File: config.mk
export PLATFORM = sky130hd
export DESIGN_NAME = pairing_input_loader
export DESIGN_NICKNAME = d
export VERILOG_FILES = /design/src/rtl/pairing_input_loader_pkg.sv /design/src/rtl/f3_word_check.sv /design/src/rtl/pairing_input_loader.sv
export SDC_FILE = /design/constraint.sdc
export NUM_CORES = 1
export LEC_CHECK = 0
export ABC_CLOCK_PERIOD_IN_PS = 55200
export CORE_AREA = 5 5 313 315
export DETAILED_ROUTE_END_ITERATION = 7
export DIE_AREA = 0 0 318 320
export HOLD_SLACK_MARGIN = 0.03
export PLACE_DENSITY = 0.69
export SETUP_SLACK_MARGIN = 0.15
export SLEW_MARGIN = 10
export SYNTH_ARGS = -nofsm -noshare
export SYNTH_HDL_FRONTEND = slang
export SYNTH_HIERARCHICAL = 1
export SYNTH_SLANG_ARGS = --single-unit
File: constraint.sdc
create_clock -name clk -period 55.2 [get_ports clk]
set_input_delay 11.04 -clock clk [delete_from_list [all_inputs] [get_ports clk]]
set_output_delay 11.04 -clock clk [all_outputs]
set_load 0.05 [all_outputs]
File: src/rtl/pairing_input_loader_pkg.sv
// Shared constants for the pairing input loader: field/word geometry, trit codes, FSM states.
// Pure declarations; nothing here carries timing or flow-control behaviour.
package pairing_input_loader_pkg;

    localparam int M_DEF          = 97;
    localparam int W_DEF          = 32;
    localparam int NW_DEF         = (2 * M_DEF + W_DEF - 1) / W_DEF;
    localparam int RST_CYCLES_DEF = 2;
    localparam int CNT_W          = 5;

    localparam logic [1:0] TRIT0 = 2'b00;
    localparam logic [1:0] TRIT1 = 2'b01;
    localparam logic [1:0] TRIT2 = 2'b10;

    typedef enum logic [1:0] {
        LOAD  = 2'd0,
        CHECK = 2'd1,
        START = 2'd2,
        RUN   = 2'd3
    } state_e;

    function automatic logic trit_illegal(input logic [1:0] t);
        return !((t == TRIT0) || (t == TRIT1) || (t == TRIT2));
    endfunction

endpackage

File: src/rtl/f3_word_check.sv
// Flags one input word as malformed: any 2'b11 trit or any set bit under the pad mask.
// Purely combinational, zero latency; no flow control.
module f3_word_check
    import pairing_input_loader_pkg::*;
#(
    parameter int W = W_DEF
) (
    input  logic [W-1:0] i_word,
    input  logic [W-1:0] i_pad_mask,
    output logic         o_bad
);

    logic w_trit_bad;

    always_comb begin
        w_trit_bad = 1'b0;
        for (int k = 0; k < W / 2; k++) begin
            if (trit_illegal(i_word[2*k +: 2])) begin
                w_trit_bad = 1'b1;
            end
        end
    end

    assign o_bad = w_trit_bad | (|(i_word & i_pad_mask));

endmodule

File: src/rtl/pairing_input_loader.sv
// Streams x1,y1,x2,y2 into stable operands, validates them, then pulses the core's reset and waits for done.
// Full set loads in 4*NW cycles; in_ready depends on state only, so words are held off outside LOAD.
module pairing_input_loader
    import pairing_input_loader_pkg::*;
#(
    parameter int M          = M_DEF,
    parameter int W          = W_DEF,
    parameter int NW         = (2 * M + W - 1) / W,
    parameter int RST_CYCLES = RST_CYCLES_DEF
) (
    input  logic           clk,
    input  logic           reset,
    input  logic [W-1:0]   in_data,
    input  logic           in_valid,
    output logic           in_ready,
    input  logic           core_done,
    output logic           core_reset,
    output logic [2*M-1:0] x1,
    output logic [2*M-1:0] y1,
    output logic [2*M-1:0] x2,
    output logic [2*M-1:0] y2,
    output logic           busy,
    output logic           pair_done,
    output logic           err
);

    localparam int             LAST_BITS = 2 * M - (NW - 1) * W;
    localparam int             WIX_W     = (NW > 1) ? $clog2(NW) : 1;
    localparam int             RC_W      = $clog2(RST_CYCLES + 1);
    localparam logic [CNT_W-1:0] CNT_LAST = CNT_W'(4 * NW - 1);

    function automatic logic [W-1:0] pad_mask_last();
        logic [W-1:0] m;
        for (int b = 0; b < W; b++) begin
            m[b] = (b >= LAST_BITS);
        end
        return m;
    endfunction

    localparam logic [W-1:0] PAD_LAST = pad_mask_last();

    state_e             r_state;
    state_e             w_next;
    logic [CNT_W-1:0]   r_cnt;
    logic [RC_W-1:0]    r_rst_cnt;
    logic               r_bad;
    logic               r_pair_done;
    logic [2*M-1:0]     r_op [4];

    logic [1:0]         w_elem;
    logic [WIX_W-1:0]   w_word;
    logic [W-1:0]       w_pad_mask;
    logic               w_word_bad;
    logic               w_xfer;
    logic               w_rst_last;

    // Counter splits into element (x1,y1,x2,y2) and word slot within it.
    assign w_elem     = 2'(r_cnt / CNT_W'(NW));
    assign w_word     = WIX_W'(r_cnt % CNT_W'(NW));
    assign w_pad_mask = (w_word == WIX_W'(NW - 1)) ? PAD_LAST : '0;
    assign w_xfer     = in_valid & in_ready;
    assign w_rst_last = (r_rst_cnt == RC_W'(RST_CYCLES - 1));

    f3_word_check #(.W(W)) u_word_check (
        .i_word     (in_data),
        .i_pad_mask (w_pad_mask),
        .o_bad      (w_word_bad)
    );

    always_ff @(posedge clk or posedge reset) begin
        if (reset) begin
            r_state <= LOAD;
        end else begin
            r_state <= w_next;
        end
    end

    always_comb begin
        w_next = r_state;
        case (r_state)
            LOAD:    if (w_xfer && (r_cnt == CNT_LAST)) w_next = CHECK;
            CHECK:   w_next = r_bad ? LOAD : START;
            START:   if (w_rst_last) w_next = RUN;
            RUN:     if (core_done) w_next = LOAD;
            default: w_next = LOAD;
        endcase
    end

    // Core stays in reset while the loader itself is in reset.
    always_comb begin
        in_ready   = (r_state == LOAD);
        core_reset = reset | (r_state == START);
        err        = (r_state == CHECK) & r_bad;
    end

    always_ff @(posedge clk or posedge reset) begin
        if (reset) begin
            r_cnt       <= '0;
            r_rst_cnt   <= '0;
            r_bad       <= 1'b0;
            r_pair_done <= 1'b0;
        end else begin
            if (w_xfer) begin
                r_cnt <= (r_cnt == CNT_LAST) ? '0 : r_cnt + CNT_W'(1);
            end
            r_rst_cnt   <= (r_state == START) ? r_rst_cnt + RC_W'(1) : '0;
            r_pair_done <= (r_state == RUN) & core_done;
            if (w_xfer) begin
                r_bad <= r_bad | w_word_bad;
            end else if (r_state == CHECK) begin
                r_bad <= 1'b0;
            end
        end
    end

    // Bits past 2*M in the last word are padding and never stored.
    always_ff @(posedge clk or posedge reset) begin
        if (reset) begin
            for (int e = 0; e < 4; e++) begin
                r_op[e] <= '0;
            end
        end else if (w_xfer) begin
            for (int b = 0; b < 2 * M; b++) begin
                if ((b / W) == int'(w_word)) begin
                    r_op[w_elem][b] <= in_data[b % W];
                end
            end
        end
    end

    assign x1        = r_op[0];
    assign y1        = r_op[1];
    assign x2        = r_op[2];
    assign y2        = r_op[3];
    assign busy      = (r_state != LOAD) | (r_cnt != '0);
    assign pair_done = r_pair_done;

endmodule

==> results.sh <==
export IMPL_status="finished, final reports clean"
export IMPL_num_vias=19700
export IMPL_cts_tree="yes"
export IMPL_timing_fmax_ghz=0.0416
export IMPL_synthFlopType="dfrtp_1"
export IMPL_min_period_over_period=0.435
export IMPL_first_pass_iters=6
export IMPL_grt_max_degree=171
export IMPL_crit_type="in -> out"
export IMPL_worst_path_max_fanout=76
export IMPL_worstMarginPinSlew_ns=1.06
export IMPL_fin_nets=2776
export IMPL_grt_overflow=0
export IMPL_syn_inst=1916
export IMPL_antenna_found_initial=9
export IMPL_crit_path_max_incr_delay_ns=0.77
export IMPL_synth_edff_count=0
export IMPL_crit_slowest_cell="clkdlybuf4s50_1"
export IMPL_place_detailed_hpwl_um=70500
export IMPL_crit_end="core_reset"
export IMPL_powerDensity_nw_per_um2=62.2
export IMPL_setup_viol=0
export IMPL_hold_depth=1
export IMPL_seq_area_um2=19700
export IMPL_mostFrequentLayoutCells="clkdlybuf4s50_1, dfrtp_1, mux2_2"
export IMPL_port_buffers=816
export IMPL_multiInputGateArea_um2=10200
export IMPL_cts_setup_buffers=0
export IMPL_core_area_um2=94600
export IMPL_die_y_um=320
export IMPL_r2r_end="y1[4]"
export IMPL_yosys_warnings=6
export IMPL_drv_slew=0
export IMPL_hold_violations=0
export IMPL_cts_root_buf="clkbuf_16"
export IMPL_r2r_setup_slack_ns=49.75
export IMPL_syn_area_um2=30500
export IMPL_worst_slew_margin_rel=0.290
export IMPL_tns_ns=0
export IMPL_detail_route_wl_per_cell_um=25.9
export IMPL_final_common_cell="clkdlybuf4s50_1"
export IMPL_ys_types=60
export IMPL_rows=113
export IMPL_nFillCells=8394
export IMPL_viasPerCell=4.84
export IMPL_max_cap_viol_count=0
export IMPL_setup_ws_ns=31.19
export IMPL_path_common_cell="clkdlybuf4s50_1"
export IMPL_dieArea_um2=102000
export IMPL_hp_class="reg -> reg"
export IMPL_grt_setup_unrepaired="false"
export IMPL_routed_wl_um=105000
export IMPL_die_w_um=318
export IMPL_yosysSeqAreaShare=0.646
export IMPL_grt_total_usage=0.201
export IMPL_arrival_ns=12.97
export IMPL_drc=0
export IMPL_final_min_clock_period_ns=24.01
export IMPL_end_kind="output pin"
export IMPL_syn_avg_cell_area_um2=15.9
export IMPL_dp_slack_ns=31.13
export IMPL_cts_resized=0
export IMPL_clock_skew_final_ns=0.0172
export IMPL_cts_clk_slew_worst_paths_ns=0.06
export IMPL_drive_gt1_frac=0.345
export IMPL_leakage_nw=20.1
export IMPL_ys_ff_latch=787
export IMPL_ctsHoldBuffers=0
export IMPL_async_flop_share=1.00
export IMPL_place_gp_congestion=0.788
export IMPL_cts_buffers=86
export IMPL_initial_core_util=0.322
export IMPL_clk_path_buf_depth=3
export IMPL_cts_htree_levels=3
export IMPL_io_pins=817
export IMPL_drtIter0Drc=1004
export IMPL_required_ns=44.16
export IMPL_r2r_cells=13
export IMPL_clock_latency_ns=0.66
export IMPL_synthToLayoutAreaGrowth_pct=41.1
export IMPL_path_cells="clkdlybuf4s50_1 > inv_8 > nand2_1 > clkdlybuf4s50_1"
export IMPL_cts_sinks=787
export IMPL_crit_path_start_kind="input pin"
export IMPL_grt_pass1_vias=20500
export IMPL_detail_route_antenna_nets=0
export IMPL_cp_startpoint="reset"
export IMPL_rr_startpoint="r_cnt[0]"
export IMPL_grt_pass1_wl_um=151000
export IMPL_peakVddDrop_uv=40.5
==> where the power goes <==
group	switching (mW)	leakage [nW]	internal, mW	total, mW
registers	0.0877	10.7	0.741	0.829
clock network	0.241	1.42	0.344	0.585
logic	0.836	7.98	0.429	1.26
total	1.16	20.1	1.51	2.68
==> logic make-up after synthesis <==
logic type | share of synthesized area
other | 0.000123
multiplexers | 0.291
AND/OR/NAND/NOR | 0.0177
adder cells (fa/ha/maj) | 0.00369
AO/OA/AOI/OAI | 0.0177
flip-flops | 0.646
buffers and inverters | 0.0237
==> stage by stage <==
step           instance area (um^2)  hold slack, ns  instances  total power [mW]   util
5_1_grt                       43000           0.477       4065              2.78  0.455
4_1_cts                       43000           0.450       4064              2.70  0.455
3_5_place_dp                  40200           0.432       3908              2.11  0.425
2_1_floorplan                 30500           0.410       1917              1.64      -
6_report                      43000           0.453       4068              2.68  0.455
3_3_place_gp                  40200           0.420       3908              2.09  0.425
==> synthesized netlist by cell type, types with 5 or more instances <==
cell type	n	area, um^2
nand3_1	8	40.0
mux2_1	55	619
buf_1	47	176
o21ai_0	11	55.1
nand4_1	12	75.1
buf_2	43	215
o21ai_1	7	35.0
mux2_2	692	7790
nand2b_1	7	43.8
clkbuf_1	58	218
inv_1	11	41.3
dfrtp_1	787	19700
ha_1	9	113
nor2_1	18	67.6
nor3_1	5	25.0
nand2_1	20	75.1
a21oi_1	11	55.1
mux2_4	30	450
a22oi_1	13	97.6
buf_6	6	67.6
==> metal layers <==
| layer | wire, um | global-route usage | share of wire | vias up |
|---|---|---|---|---|
| met3 | 7370 | 0.0559 | 0.070 | 177 |
| met4 | 4050 | 0.0796 | 0.038 | 2 |
| li1 | - | - | - | 8407 |
| met2 | 52800 | 0.347 | 0.50 | 741 |
| met1 | 41300 | 0.238 | 0.39 | 10300 |
| met5 | 13 | 0 | 0.00012 | - |
==> registers in the layout (all words and copies together), names as in the netlist, named ones only <==
signal and flops:
x2 194, y2 194, y1 194, pair_done 1, r_cnt 5, r_state 1, r_rst_cnt 2, r_bad 1
x1 194
==> worst max-delay path: cells and delay by family <==
kind | cells | cell delay (ns)
simple gates | 1 | 0.24
buf+inv | 3 | 1.68
==> worst min path at each step <==
stage                               to         start
after floorplan           r_rst_cnt[0]  r_rst_cnt[0]
after global placement    r_rst_cnt[0]  r_rst_cnt[0]
after global routing      r_rst_cnt[0]  r_rst_cnt[0]
after CTS                 r_rst_cnt[0]  r_rst_cnt[0]
final                     r_rst_cnt[0]  r_rst_cnt[0]
after detailed placement  r_rst_cnt[0]  r_rst_cnt[0]
==> layout make-up <==
cell class | count | area share
Multi-Input combinational cell | 964 | 0.237
Sequential cell | 787 | 0.458
Inverter | 12 | 0.00122
Tap cell | 1265 | 0.0368
Timing Repair Buffer | 880 | 0.200
Clock buffer | 129 | 0.0591
Antenna cell | 4 | 0.000233
Clock inverter | 27 | 0.00773
(Power assumes the default switching activity.)
